===== config.mk =====
export PLATFORM = sky130hd
export DESIGN_NAME = atomic_counter_param_flat
export DESIGN_NICKNAME = d
export VERILOG_FILES = /design/src/rtl/atomic_counter_param_if.sv /design/src/rtl/atomic_counter_param.sv /design/src/flat_wrapper.sv
export SDC_FILE = /design/constraint.sdc
export NUM_CORES = 1
export LEC_CHECK = 0
export BUFFER_PORTS_ARGS = -buffer_cell sky130_fd_sc_hd__buf_4
export CORE_ASPECT_RATIO = 0.8
export CORE_UTILIZATION = 55
export CTS_CLUSTER_SIZE = 10
export DETAILED_ROUTE_END_ITERATION = 8
export PLACE_DENSITY = 0.74
export SLEW_MARGIN = 25
export SYNTH_ARGS = -nofsm -noshare
export SYNTH_HDL_FRONTEND = slang
export SYNTH_SLANG_ARGS = --single-unit
export TNS_END_PERCENT = 1

===== constraint.sdc =====
create_clock -name clk -period 2.5 [get_ports clk]
set_clock_uncertainty 0.05 [all_clocks]
set_input_delay 0.5 -clock clk [delete_from_list [all_inputs] [get_ports clk]]
set_output_delay 0.5 -clock clk [all_outputs]
set_load 0.05 [all_outputs]

===== src/rtl/atomic_counter_param_if.sv =====
// atomic_counter_param_if: event/read handshake bundle for atomic_counter_param
// master drives trig_i/clr_i/req_i/atomic_i; slave returns ack_o/count_o/beat_o/last_o/ovf_o
interface atomic_counter_param_if #(
   parameter int BUS_W  = 32,
   parameter int BEAT_W = 1
);
   logic              trig_i, clr_i, req_i, atomic_i;
   logic              ack_o, last_o, ovf_o;
   logic [BUS_W-1:0]  count_o;
   logic [BEAT_W-1:0] beat_o;
   modport master (output trig_i, clr_i, req_i, atomic_i, input ack_o, count_o, beat_o, last_o, ovf_o);
   modport slave  (input trig_i, clr_i, req_i, atomic_i, output ack_o, count_o, beat_o, last_o, ovf_o);
endinterface


===== src/rtl/atomic_counter_param.sv =====
// atomic_counter_param: free-running COUNT_W event counter read coherently over a BUS_W bus in beats
// ports: clk, rst (sync, active-high); bus.slave carries trig/clr/req/atomic in and ack/count/beat/last/ovf out
module atomic_counter_param #(
   parameter int COUNT_W  = 64,
   parameter int BUS_W    = 32,
   parameter int SATURATE = 0
) (
   input logic clk,
   input logic rst,
   atomic_counter_param_if.slave bus
);
   localparam int BEATS  = COUNT_W / BUS_W;
   localparam int BEAT_W = BEATS > 2 ? $clog2(BEATS) : 1;
   generate
      if (BEATS < 2 || COUNT_W % BUS_W != 0) begin : g_bad_params
         $error("atomic_counter_param: COUNT_W must be a multiple of BUS_W with at least 2 beats");
      end
   endgenerate
   typedef enum logic {IDLE, BUSY} state_t;
   state_t                       state, state_n;
   logic [COUNT_W-1:0]           cnt;
   logic [BEATS-1:0][BUS_W-1:0]  snap, snap_n;
   logic [BEAT_W-1:0]            idx, idx_n, beat_n;
   logic [BUS_W-1:0]             dat_n;
   logic                         last_n, top;
   assign top = idx == BEAT_W'(BEATS - 1);
   // beat 0 of an atomic read comes from the live counter, which equals the snapshot being taken
   always_comb begin
      state_n = state;
      idx_n   = idx;
      snap_n  = snap;
      dat_n   = '0;
      beat_n  = '0;
      last_n  = 1'b0;
      if (bus.req_i && bus.atomic_i) begin
         snap_n  = cnt;
         dat_n   = cnt[BUS_W-1:0];
         idx_n   = BEAT_W'(1);
         state_n = BUSY;
      end else if (bus.req_i && state == BUSY) begin
         dat_n   = snap[idx];
         beat_n  = idx;
         last_n  = top;
         idx_n   = top ? '0 : idx + BEAT_W'(1);
         state_n = top ? IDLE : BUSY;
      end else if (bus.req_i) begin
         dat_n   = cnt[BUS_W-1:0];
      end
   end
   always_ff @(posedge clk) begin
      if (rst) begin
         state       <= IDLE;
         idx         <= '0;
         snap        <= '0;
         cnt         <= '0;
         bus.ovf_o   <= 1'b0;
         bus.ack_o   <= 1'b0;
         bus.count_o <= '0;
         bus.beat_o  <= '0;
         bus.last_o  <= 1'b0;
      end else begin
         state       <= state_n;
         idx         <= idx_n;
         snap        <= snap_n;
         cnt         <= bus.clr_i ? '0 : !bus.trig_i ? cnt : (&cnt && SATURATE != 0) ? cnt : cnt + COUNT_W'(1);
         bus.ovf_o   <= !bus.clr_i && (bus.ovf_o || (bus.trig_i && &cnt));
         bus.ack_o   <= bus.req_i;
         bus.count_o <= dat_n;
         bus.beat_o  <= beat_n;
         bus.last_o  <= last_n;
      end
   end
endmodule


===== src/flat_wrapper.sv =====
// flat-port wrapper written by rule: the top's interface ports become plain ports
module atomic_counter_param_flat 
#(
   parameter int COUNT_W  = 64,
   parameter int BUS_W    = 32,
   parameter int SATURATE = 0
)
  (clk, rst, bus_trig_i, bus_clr_i, bus_req_i, bus_atomic_i, bus_ack_o, bus_count_o, bus_beat_o, bus_last_o, bus_ovf_o);
  atomic_counter_param_if #(.BUS_W(BUS_W), .BEAT_W(1)) bus_i ();
  input logic clk;
  input logic rst;
  input wire logic [$bits(bus_i.trig_i)-1:0] bus_trig_i;
  input wire logic [$bits(bus_i.clr_i)-1:0] bus_clr_i;
  input wire logic [$bits(bus_i.req_i)-1:0] bus_req_i;
  input wire logic [$bits(bus_i.atomic_i)-1:0] bus_atomic_i;
  output wire logic [$bits(bus_i.ack_o)-1:0] bus_ack_o;
  output wire logic [$bits(bus_i.count_o)-1:0] bus_count_o;
  output wire logic [$bits(bus_i.beat_o)-1:0] bus_beat_o;
  output wire logic [$bits(bus_i.last_o)-1:0] bus_last_o;
  output wire logic [$bits(bus_i.ovf_o)-1:0] bus_ovf_o;
  assign bus_i.trig_i = bus_trig_i;
  assign bus_i.clr_i = bus_clr_i;
  assign bus_i.req_i = bus_req_i;
  assign bus_i.atomic_i = bus_atomic_i;
  assign bus_ack_o = bus_i.ack_o;
  assign bus_count_o = bus_i.count_o;
  assign bus_beat_o = bus_i.beat_o;
  assign bus_last_o = bus_i.last_o;
  assign bus_ovf_o = bus_i.ovf_o;
  atomic_counter_param #(.COUNT_W(COUNT_W), .BUS_W(BUS_W), .SATURATE(SATURATE)) u_core (.clk(clk), .rst(rst), .bus(bus_i));
endmodule

==> out/qor.txt <==
Unrepaired setup endpoints after global routing -> false
Final cell count without fillers -> 898
Hold buffer count at CTS -> 0
Min Clock Period, post-route -> 2350 ps
Count leader, synth -> nand2_1
Status -> completed
Number of vias in the routed layout -> 5312
# rows -> 32
CP Class -> flip-flop to flip-flop
IO Port Bufs -> 41
WP buf/inv -> 0
Hold depth -> 2
Critical-path top delay cell -> or4b_1
CTS Buffer Depth -> 2
Clock Latency Late Sink -> 420 ps
Multi-input gate area -> 0.00265 mm²
Hold Vio Cnt, Final -> 0
Initial antenna violation count -> 0
DRT Pass-1 Iters -> 5
Synth warnings -> 0
Dpl hpwl -> 10200 µm
Synth Cell Area -> 0.00557 mm²
CTS tree -> done
CTS sink count -> 132
Post-Syn Instances -> 708
Post-Syn Nets -> 715
Most frequent CP cell -> nand4_1
CTS buffer count -> 17
Die Span X -> 115 µm
Fill count -> 793
Commonest cells in the netlist -> 154 x nand2_1, 132 x dfxtp_1, 93 x a21oi_1, 52 x nor2_1, 47 x clkbuf_1
Worst-margin pin slew -> 622 ps
Detail Route Antenna Nets -> 0
Worst EP arrival -> 2650 ps
P_leak -> 2.14 nW
Initial core utilization -> 57.2%
Top cells by area, synth -> dfxtp_1 47%, nand2_1 10%, a21oi_1 8.4%
FF-to-FF End -> u_core.cnt[54]$_SDFFE_PP0P_
Post-synth ARST share -> 0%
Max VDD drop -> 0.499 mV
Worst path depth -> 6
Drt first-iter violations -> 481
Total gr overflow -> 0
Cell accounting for the most synthesized area -> dfxtp_1
Share of the synthesized area in the top cell type -> 47.5%
Slowest Stage Delay on Critical Path -> 600 ps
Sequential-to-total area share from yosys stat -> 47.5%
Fmax -> 426 MHz
Number of synthesized register bits -> 132
# IOs -> 42
Reg2reg setup slack -> 150 ps
RR Startpoint -> u_core.cnt[0]$_SDFFE_PP0P_
Setup Fix Bufs, Post-CTS -> 0
Final TNS setup -> 0 ps
Vias in the first global route -> 5011
WL/cell -> 16.9 µm
First-pass GRT wire length -> 24800 µm
Pwr/cell area -> 692 mW/mm²
Clock slew at reported path FFs -> 60 ps
CP Capture Type -> flip-flop
Final net count -> 756
Residual DRC count -> 0
Max FO, Critical Path -> 6
Max-slew headroom -> 58.1%
Critical Path Source Type -> flip-flop
Vias per cell -> 5.92
HP Class -> input pin to flip-flop
Largest net degree at the start of global routing -> 51
Post-synth EDFFs -> 0
Final setup fails -> 0
Hold path endpoint -> u_core.snap[37]$_SDFFE_PP0P_
Core Box Area -> 0.00973 mm²
R2R cell count -> 6
CP top delay family -> simple AND/OR/NAND/NOR gates
Die height -> 92 µm
Mean Syn Cell Area -> 7.87 µm²
Worst EP required -> 2800 ps
Share of cells above drive strength 1 -> 15.6%
MaxCap Viol Count -> 0
GRT Total Usage -> 30.5%
Cts repair resizes -> 0
Synth-to-layout area growth -> 20.4%
Worst path cell trace -> ha_1, nand4_1, nor4_1, nand4_1, or4b_1, a21oi_1
CTS H-Tree Depth -> 4
Sequential Area -> 0.00264 mm²
Hold Crit Start -> rst
Distinct cells, synth -> 34
Placed insts -> 866
Placer congestion estimate -> 0.915
Top_reg_cell synth -> dfxtp_1
Tcrit/Tclk final -> 94.0%
Clk root buf -> clkbuf_16
Die Area -> 0.0105 mm²
Fin util -> 68.9%
Pins Over Slew Limit -> 0
Routed wire length -> 15200 µm
ANT cells -> 0
## cell type report
cell class | count | share of cell area (%)
clock buffers | 17 | 6.34
clock inverters | 15 | 2.39
inverters | 11 | 0.616
multi-input cells | 507 | 39.6
flip-flops and latches | 132 | 39.4
well taps | 136 | 2.54
repair buffers | 80 | 9.14
## routing by layer
layer | vias to the layer above | wire length, µm | part of all wire [%] | global-route usage [%]
met5 | - | 0 | 0 | 0
li1 | 2526 | - | - | -
met3 | 24 | 1340 | 8.8 | 6.28
met4 | 0 | 219 | 1.4 | 9.85
met1 | 2512 | 6770 | 45 | 41.8
met2 | 250 | 6840 | 45 | 48.0
## worst max path at each step
stage	startpoint	to	slack, ps
finish	u_core.cnt[0]$_SDFFE_PP0P_	u_core.cnt[54]$_SDFFE_PP0P_	150
global route	u_core.cnt[1]$_SDFFE_PP0P_	u_core.cnt[46]$_SDFFE_PP0P_	30
CTS	u_core.cnt[39]$_SDFFE_PP0P_	u_core.cnt[58]$_SDFFE_PP0P_	180
detailed placement	bus_trig_i	u_core.cnt[58]$_SDFFE_PP0P_	200
global placement	u_core.cnt[19]$_SDFFE_PP0P_	u_core.cnt[58]$_SDFFE_PP0P_	240
floorplan	bus_trig_i	u_core.cnt[63]$_SDFFE_PP0P_	270
## layout by cell type (no fill, tap or decap), drive strengths merged
cell type  synthesis  routed
a21oi             93      93
and2               2       2
and3               7       7
and4               2       2
buf               11      80
bufinv             0       2
clkbuf            47      17
clkinv             0       7
clkinvlp           0       5
dfxtp            132     132
ha                 1       1
inv               11      12
mux2i              1       1
nand2            154     154
nand2b             4       4
nand3             21      21
nand4             46      46
nor2              52      52
nor2b              1       1
nor3               9       9
nor4              16      16
o21ai             17      17
o31ai              9       9
o41ai              1       1
or2                1       1
or3               19      19
or4               14      14
or4b               1       1
xnor2             13      13
xor2              23      23
## kinds of logic (layout without fill, tap and decap cells)
kind of cell | count (synthesis) | count (layout) | share of synthesized area [%]
and+or+nand+nor | 349 | 349 | 30.3
DFF | 132 | 132 | 47.4
AOI/OAI and AO/OA | 120 | 120 | 11.3
buffers and inverters | 69 | 123 | 4.97
xor gates and xnor gates | 36 | 36 | 5.66
adders and majority gates | 1 | 1 | 0.225
muxes | 1 | 1 | 0.180
## stage by stage
step	setup WS (ps)	total power [mW]	hold slack, ps	cell area, µm²
detailed placement	195	2.26	396	6120
floorplan	266	2.22	382	5570
finish	151	4.64	304	6710
global placement	238	2.25	394	6120
CTS	182	4.65	299	6710
global route	33.4	4.75	318	6710
## worst register-to-register path: cells and delay by family (launching register included)
kind,cells,cell delay [ps]
AOI/OAI and AO/OA,1,140
and+or+nand+nor,4,1400
adders and majority gates,1,260
DFF,1,430
## report_power, final
group          total [mW]  internal, mW  switching, mW  leakage (nW)
combinational       0.101        0.0221         0.0786         0.810
clock                2.43          1.47          0.961         0.271
sequential           2.11          2.11        0.00301          1.06
## state kept, by name (all words and copies together), names as in the netlist
signal	flops
u_core.bus.ack_o	1
u_core.bus.beat_o	1
u_core.bus.count_o	32
u_core.bus.ovf_o	1
u_core.cnt	64
u_core.snap	32
u_core.state	1
Power figures use the tool's default switching activity.
